`config.mk`:
```
export PLATFORM = sky130hd
export DESIGN_NAME = control_sequencer
export DESIGN_NICKNAME = d
export VERILOG_FILES = /design/src/rtl/control_sequencer.sv
export SDC_FILE = /design/constraint.sdc
export NUM_CORES = 1
export LEC_CHECK = 0
export CAP_MARGIN = 5
export CORE_MARGIN = 1
export CORE_UTILIZATION = 35
export CTS_CLUSTER_DIAMETER = 200
export DETAILED_ROUTE_END_ITERATION = 10
export GPL_ROUTABILITY_DRIVEN = 0
export PLACE_DENSITY = 0.81
export SLEW_MARGIN = 25
export SYNTH_ARGS = -nofsm -noshare
export SYNTH_HDL_FRONTEND = slang
export SYNTH_SLANG_ARGS = --single-unit
```
`constraint.sdc`:
```
create_clock -name Clock -period 3.4 [get_ports Clock]
set_clock_uncertainty 0.1 [all_clocks]
set_input_delay 0.85 -clock Clock [delete_from_list [all_inputs] [get_ports Clock]]
set_output_delay 0.85 -clock Clock [all_outputs]
set_load 0.05 [all_outputs]
```
`src/rtl/control_sequencer.sv`:
```
// Fetch/decode/execute controller for the 8-bit accumulator datapath.
// Optional single-step gating of FETCH: SEQUENCER_SINGLE_STEP_EN.
module control_sequencer #(
  parameter int DATA_WIDTH = 8,
  parameter int ADDR_WIDTH = 8
) (
  input  logic                  Clock,
  input  logic                  Reset,
`ifdef SEQUENCER_SINGLE_STEP_EN
  input  logic                  iStep,
`endif
  input  logic [15:0]           iInstruction,
  input  logic [DATA_WIDTH-1:0] iRPG,
  input  logic                  iCarry,
  output logic [1:0]            oRPGSelect,
  output logic [DATA_WIDTH-1:0] oInm,
  output logic [1:0]            oAluOp,
  output logic [ADDR_WIDTH-1:0] oMemReadAddr,
  output logic [ADDR_WIDTH-1:0] oMemWriteAddr,
  output logic                  oMemWriteEnable,
  output logic                  oPCEnable,
  output logic                  oPCLoad,
  output logic [ADDR_WIDTH-1:0] oPCTarget,
  output logic                  oHalted
);

  typedef enum logic [2:0] {
    S_FETCH,
    S_DECODE,
    S_MEM,
    S_EXEC,
    S_HALT
  } state_t;

  state_t      r_state;
  state_t      w_next;
  logic [15:0] r_ir;
  logic        r_flag;

  logic [3:0]  w_op;
  logic [3:0]  w_in_op;
  logic        w_ldi;
  logic        w_ld;
  logic        w_st;
  logic        w_alu;
  logic        w_jmp;
  logic        w_br;
  logic        w_in_mem;
  logic        w_in_halt;
  logic        w_flag_d;
  logic        w_step;
  logic        w_unused_ir;

  assign w_op    = r_ir[15:12];
  assign w_in_op = iInstruction[15:12];

  assign w_ldi = (w_op == 4'h1);
  assign w_ld  = (w_op == 4'h2);
  assign w_st  = (w_op == 4'h3);
  assign w_alu = (w_op == 4'h4) | (w_op == 4'h5) | (w_op == 4'h6);
  assign w_jmp = (w_op == 4'h7);
  assign w_br  = (w_op == 4'h8) | (w_op == 4'h9);

  assign w_in_mem  = (w_in_op == 4'h2) | (w_in_op == 4'h4) |
                     (w_in_op == 4'h5) | (w_in_op == 4'h6);
  assign w_in_halt = (w_in_op == 4'hF);

  // JZ tests the accumulator, JC the carry; anything else clears it
  assign w_flag_d = (w_in_op == 4'h8) ? (iRPG == '0) :
                    (w_in_op == 4'h9) ? iCarry : 1'b0;

`ifdef SEQUENCER_SINGLE_STEP_EN
  assign w_step = iStep;
`else
  assign w_step = 1'b1;
`endif

  // Fields taken straight from the latched instruction word
  assign oInm          = DATA_WIDTH'(r_ir[7:0]);
  assign oMemReadAddr  = r_ir[ADDR_WIDTH-1:0];
  assign oMemWriteAddr = r_ir[ADDR_WIDTH-1:0];
  assign oPCTarget     = r_ir[ADDR_WIDTH-1:0];
  assign oAluOp        = (w_op == 4'h5) ? 2'd1 :
                         (w_op == 4'h6) ? 2'd2 : 2'd0;
  assign w_unused_ir   = ^r_ir[11:8];

  // State, instruction and branch-flag registers
  always_ff @(posedge Clock) begin
    if (Reset) begin
      r_state <= S_FETCH;
      r_ir    <= '0;
      r_flag  <= 1'b0;
    end else begin
      r_state <= w_next;
      if (r_state == S_DECODE) begin
        r_ir   <= iInstruction;
        r_flag <= w_flag_d;
      end
    end
  end

  // Next state and per-cycle control strobes
  always_comb begin
    w_next          = r_state;
    oRPGSelect      = 2'd3;
    oMemWriteEnable = 1'b0;
    oPCEnable       = 1'b0;
    oPCLoad         = 1'b0;
    oHalted         = 1'b0;
    unique case (r_state)
      S_FETCH: begin
        if (w_step) w_next = S_DECODE;
      end
      S_DECODE: begin
        if (w_in_mem)       w_next = S_MEM;
        else if (w_in_halt) w_next = S_HALT;
        else                w_next = S_EXEC;
      end
      S_MEM: begin
        w_next = S_EXEC;
      end
      S_EXEC: begin
        w_next = S_FETCH;
        unique case (1'b1)
          w_ldi:   oRPGSelect = 2'd0;
          w_ld:    oRPGSelect = 2'd2;
          w_alu:   oRPGSelect = 2'd1;
          default: oRPGSelect = 2'd3;
        endcase
        oMemWriteEnable = w_st;
        if (w_jmp | (w_br & r_flag)) oPCLoad = 1'b1;
        else                         oPCEnable = 1'b1;
      end
      S_HALT: begin
        oHalted = 1'b1;
      end
      default: begin
        w_next = S_FETCH;
      end
    endcase
  end

endmodule
```
Yosys cells after proc, flatten, opt, wreduce, memory -nomap -nowiden
Index checks and enable logic that the tools add are counted.

Bits in registers: 20. Input bits: 27. Output and inout bits: 40. Logic and storage cells: 48.

Eq/ne operators: 20. Multiplexer cells: 15. Bitwise logic cells: 8. Reduce and logical (&&, ||, !) cells: 2.

Operators with widths (count): $eq A4 B3 Y1 const B (7); $eq A4 B4 Y1 const B (5); $eq A4 B2 Y1 const B (3); $pmux W3 S4 (1); $logic_not A8 Y1 (1); $mux W1 (8); $or A1 B1 Y1 (7); $eq A3 B2 Y1 const B (2); $mux W2 (3); $mux W3 (2); $pmux W2 S3 (1); $eq A4 B1 Y1 const B (1); $eq A3 B1 Y1 const B (1); $eq A3 B3 Y1 const B (1); $logic_not A3 Y1 (1); $and A1 B1 Y1 (1).

Longest topological paths before layout
Gate-level depths: netlist of run 1.

Depth after elaboration: 6. Mapped depth: 5.

Worst setup path after synthesis of run 1
OpenSTA, ideal clock, no wires.

Path type: flip-flop to output port. From: register r_state[2]. To: output port oMemWriteEnable. Arrival: 2.064 ns. Data required time: 2.450 ns. Setup slack: 0.386 ns. Stages on the path, launching flop included: 3. Path buffers: 0. Cells stage by stage: dfxtp_1 -> nand3b_1 -> nor4_1.

Longest elaborated chain between the ends: 2.

RTL lines: start, declared (RTL line 35) `state_t r_state;`; start signal, assigned (RTL line 94) `r_state <= w_next;`; $eq A3 B2 Y1 (RTL line 110) `unique case (r_state)`; $mux W1 (RTL line 110); end, declared (RTL line 20) `output logic oMemWriteEnable,`.

Every way passes these cells.

Final worst setup path of run 1
From: register r_state[1]. To: output port oRPGSelect[0].

Longest elaborated chain between the ends: 2.

RTL lines: $eq A3 B2 Y1 (RTL line 110); $mux W2 (RTL line 110); end, declared (RTL line 15) `output logic [1:0] oRPGSelect,`.

Every way passes these cells.

==> results.yml, run 1 <==
die:
  start_util: 0.384
  die_w_um: 55.0
  boundaryPins: 67
  fp.dieH_um: 55.0
  rows: 18
  die-area_sq_um: 3030
  design.core.area_sq_um: 2570
sta:
  finalHoldViolCount: 0
  min_period_ns: 3.08
  finalMaxSlewViolations: 0
  setup_viol: 0
  max-slew-margin-rel: 0.449
  tns_ns: 0
  grt_setup_unrepaired: "false"
  period_share: 0.905
  tightest_slew_ns: 0.823
  fin_ws_ns: 0.321
  fmax_mhz: 325
critical_path:
  crit_path_max_incr_delay_ns: 0.71
  cp_max_fo: 6
  critPathLaunchType: "flip-flop"
  cp_cell_sequence: "nand3b_1 -> or4_1 -> clkdlybuf4s50_1"
  worstSetupPathType: "flip-flop to output port"
  required_ns: 2.45
  worst-path-buf-inv: 1
  slowest_stage: "clkdlybuf4s50_1"
  r2r-start: "r_state[0]"
  worstSetupStartpoint: "r_state[1]"
  cp-end-kind: "output port"
  path_delay_family: "simple AND/OR/NAND/NOR gates"
  crit_arrival_ns: 2.13
synth:
  avgSynthCellArea_sq_um: 7.75
  synth_top_area_frac: 0.325
  ys_seq_area_frac: 0.325
  synth.distinct_cells: 29
  ys_ff_latch: 16
  yosys_warnings: 0
  syn_area_sq_um: 985
  netlist_top_cells_area: "dfxtp_1, buf_4, nand2_1"
  synthCells: 127
  yosys.area.top_type: "dfxtp_1"
  synth_nets: 154
global_route:
  grt_pass1_vias: 788
  grt-ovfl-total: 0
  antenna_found_initial: 0
  grt_max_degree: 18
  grt_pass1_wl_um: 3160
  grtUsageTotal: 0.149
pwr:
  vdd_drop_max_v: 0.000229
  totalPowerFinal_uw: 549
  leakage_nw: 0.474
  powerDensity_nw_per_um2: 393
cts:
  clkTransAtPathRegs_ns: 0.09
  holdBufCountCts: 0
  clock_latency_ns: 0.27
  cts_tree: "done"
  clock_path_buffers: 2
  post_cts_resized: 0
  cts_num_sinks: 16
  cts_htree_levels: 1
  numCtsBuffers: 3
  post_cts_buffers: 0
  root_buffer: "clkbuf_4"
drt:
  vias: 902
  drt_pass1_iterations: 4
  vias_per_cell: 4.88
  wl_per_cell_um: 11.6
  drcViolationCount: 0
  drt-initial-drc-count: 9
  wirelength_um: 2160
  drtAntennaViolNets: 0
placement:
  io_buffer_count: 62
  place_ws_ns: 0.625
  hpwl_um: 1700
layout:
  mostFrequentLayoutCell: "clkdlybuf4s50_1"
  layout-area-overhead-vs-synth_pct: 41.8
  nFillCells: 255
  drive_above_1_share: 0.0323
  antennaDiodeCount: 0
  regArea_sq_um: 320
  multi_input_area_sq_um: 388
  layout_common_cells: "clkdlybuf4s50_1, nand2_1, dfxtp_1"
  nets: 184
worst_hold_path:
  worstHoldPathType: "flip-flop to flip-flop"
  hold_start: "r_ir[5]"
run_status:
  outcome: "completed"
job:
  cap_viol_max_count: 0
[path summary, 6_finish.rpt]
path / end / cells after the start / slack (ns)
min: r_ir[5] / 2 / 0.40
min reg2reg: r_ir[5] / 2 / 0.40
max reg2reg: r_flag / 3 / 1.80
max: oRPGSelect[0] / 3 / 0.32
[metrics by stage]
stage               hold slack (ns)  cell area, sq um  cells  utilization
global route                  0.440              1400    185        0.544
floorplan                     0.353               985    127            -
finish                        0.400              1400    185        0.544
CTS                           0.404              1400    185        0.544
global placement              0.373              1370    182        0.535
detailed placement            0.389              1370    182        0.535
[logic make-up after synthesis]
family	count (synthesis)	synth area share
compound gates	20	0.121
xor+xnor	1	0.00890
buf+inv	39	0.281
simple gates	51	0.264
flops	16	0.325
[where the power goes]
| part | internal, mW | leakage [nW] | switching (mW) |
|---|---|---|---|
| Combinational | 0.0866 | 0.329 | 0.149 |
| Sequential | 0.201 | 0.131 | 0.0173 |
| Clock | 0.0410 | 0.0138 | 0.0544 |
| Total | 0.329 | 0.474 | 0.221 |
[cell type report]
type                       instances  share of cell area
tap                               30              0.0269
clock buffer                       3              0.0161
timing repair buffer              62               0.444
inverter                           2             0.00538
sequential                        16               0.229
multi-input combinational         72               0.278
[layer usage]
metal	part of all wire	vias to the layer above	GRT usage	wire length, um
met4	0	0	0.0583	0
met3	0.072	0	0.0328	156
met5	0	-	0	0
li1	-	449	-	-
met1	0.37	413	0.121	801
met2	0.55	40	0.327	1200
[state kept, by name, indices dropped and copies added, names as in the netlist]
| name | flops |
|---|---|
| r_flag | 1 |
| r_ir | 12 |
| r_state | 3 |
[cell usage after synthesis, drive strengths merged]
cell type,number
inv,2
a21oi,14
o32a,1
nand3b,2
o21ai,1
or4,1
a211oi,2
and2,1
nand3,2
nor4b,1
xnor2,1
or3,1
nand2,26
o21ba,1
clkbuf,2
o311ai,1
dfxtp,16
nor3b,3
nor2,3
or3b,1
nor4,3
nor3,1
nand2b,3
nand4,1
nor2b,2
buf,35
[worst min-delay path, delay by kind of cell, from the launching register on]
kind             cells  cell delay [ns]
flip-flops           1             0.34
AND/OR/NAND/NOR      1             0.06
AO/OA/AOI/OAI        1             0.05
Power figures use the tool's default switching activity.
==> run 2, diff against run 1 <==
--- a/config.mk
+++ b/config.mk
@@ -8,7 +8,7 @@
 export CAP_MARGIN = 5
 export CORE_MARGIN = 1
 export CORE_UTILIZATION = 35
-export CTS_CLUSTER_DIAMETER = 200
+export CTS_CLUSTER_DIAMETER = 30
 export DETAILED_ROUTE_END_ITERATION = 10
 export GPL_ROUTABILITY_DRIVEN = 0
 export PLACE_DENSITY = 0.81
==> results of run 2 <==
The final DEF is identical to that of run 1; final timing and power are the same.
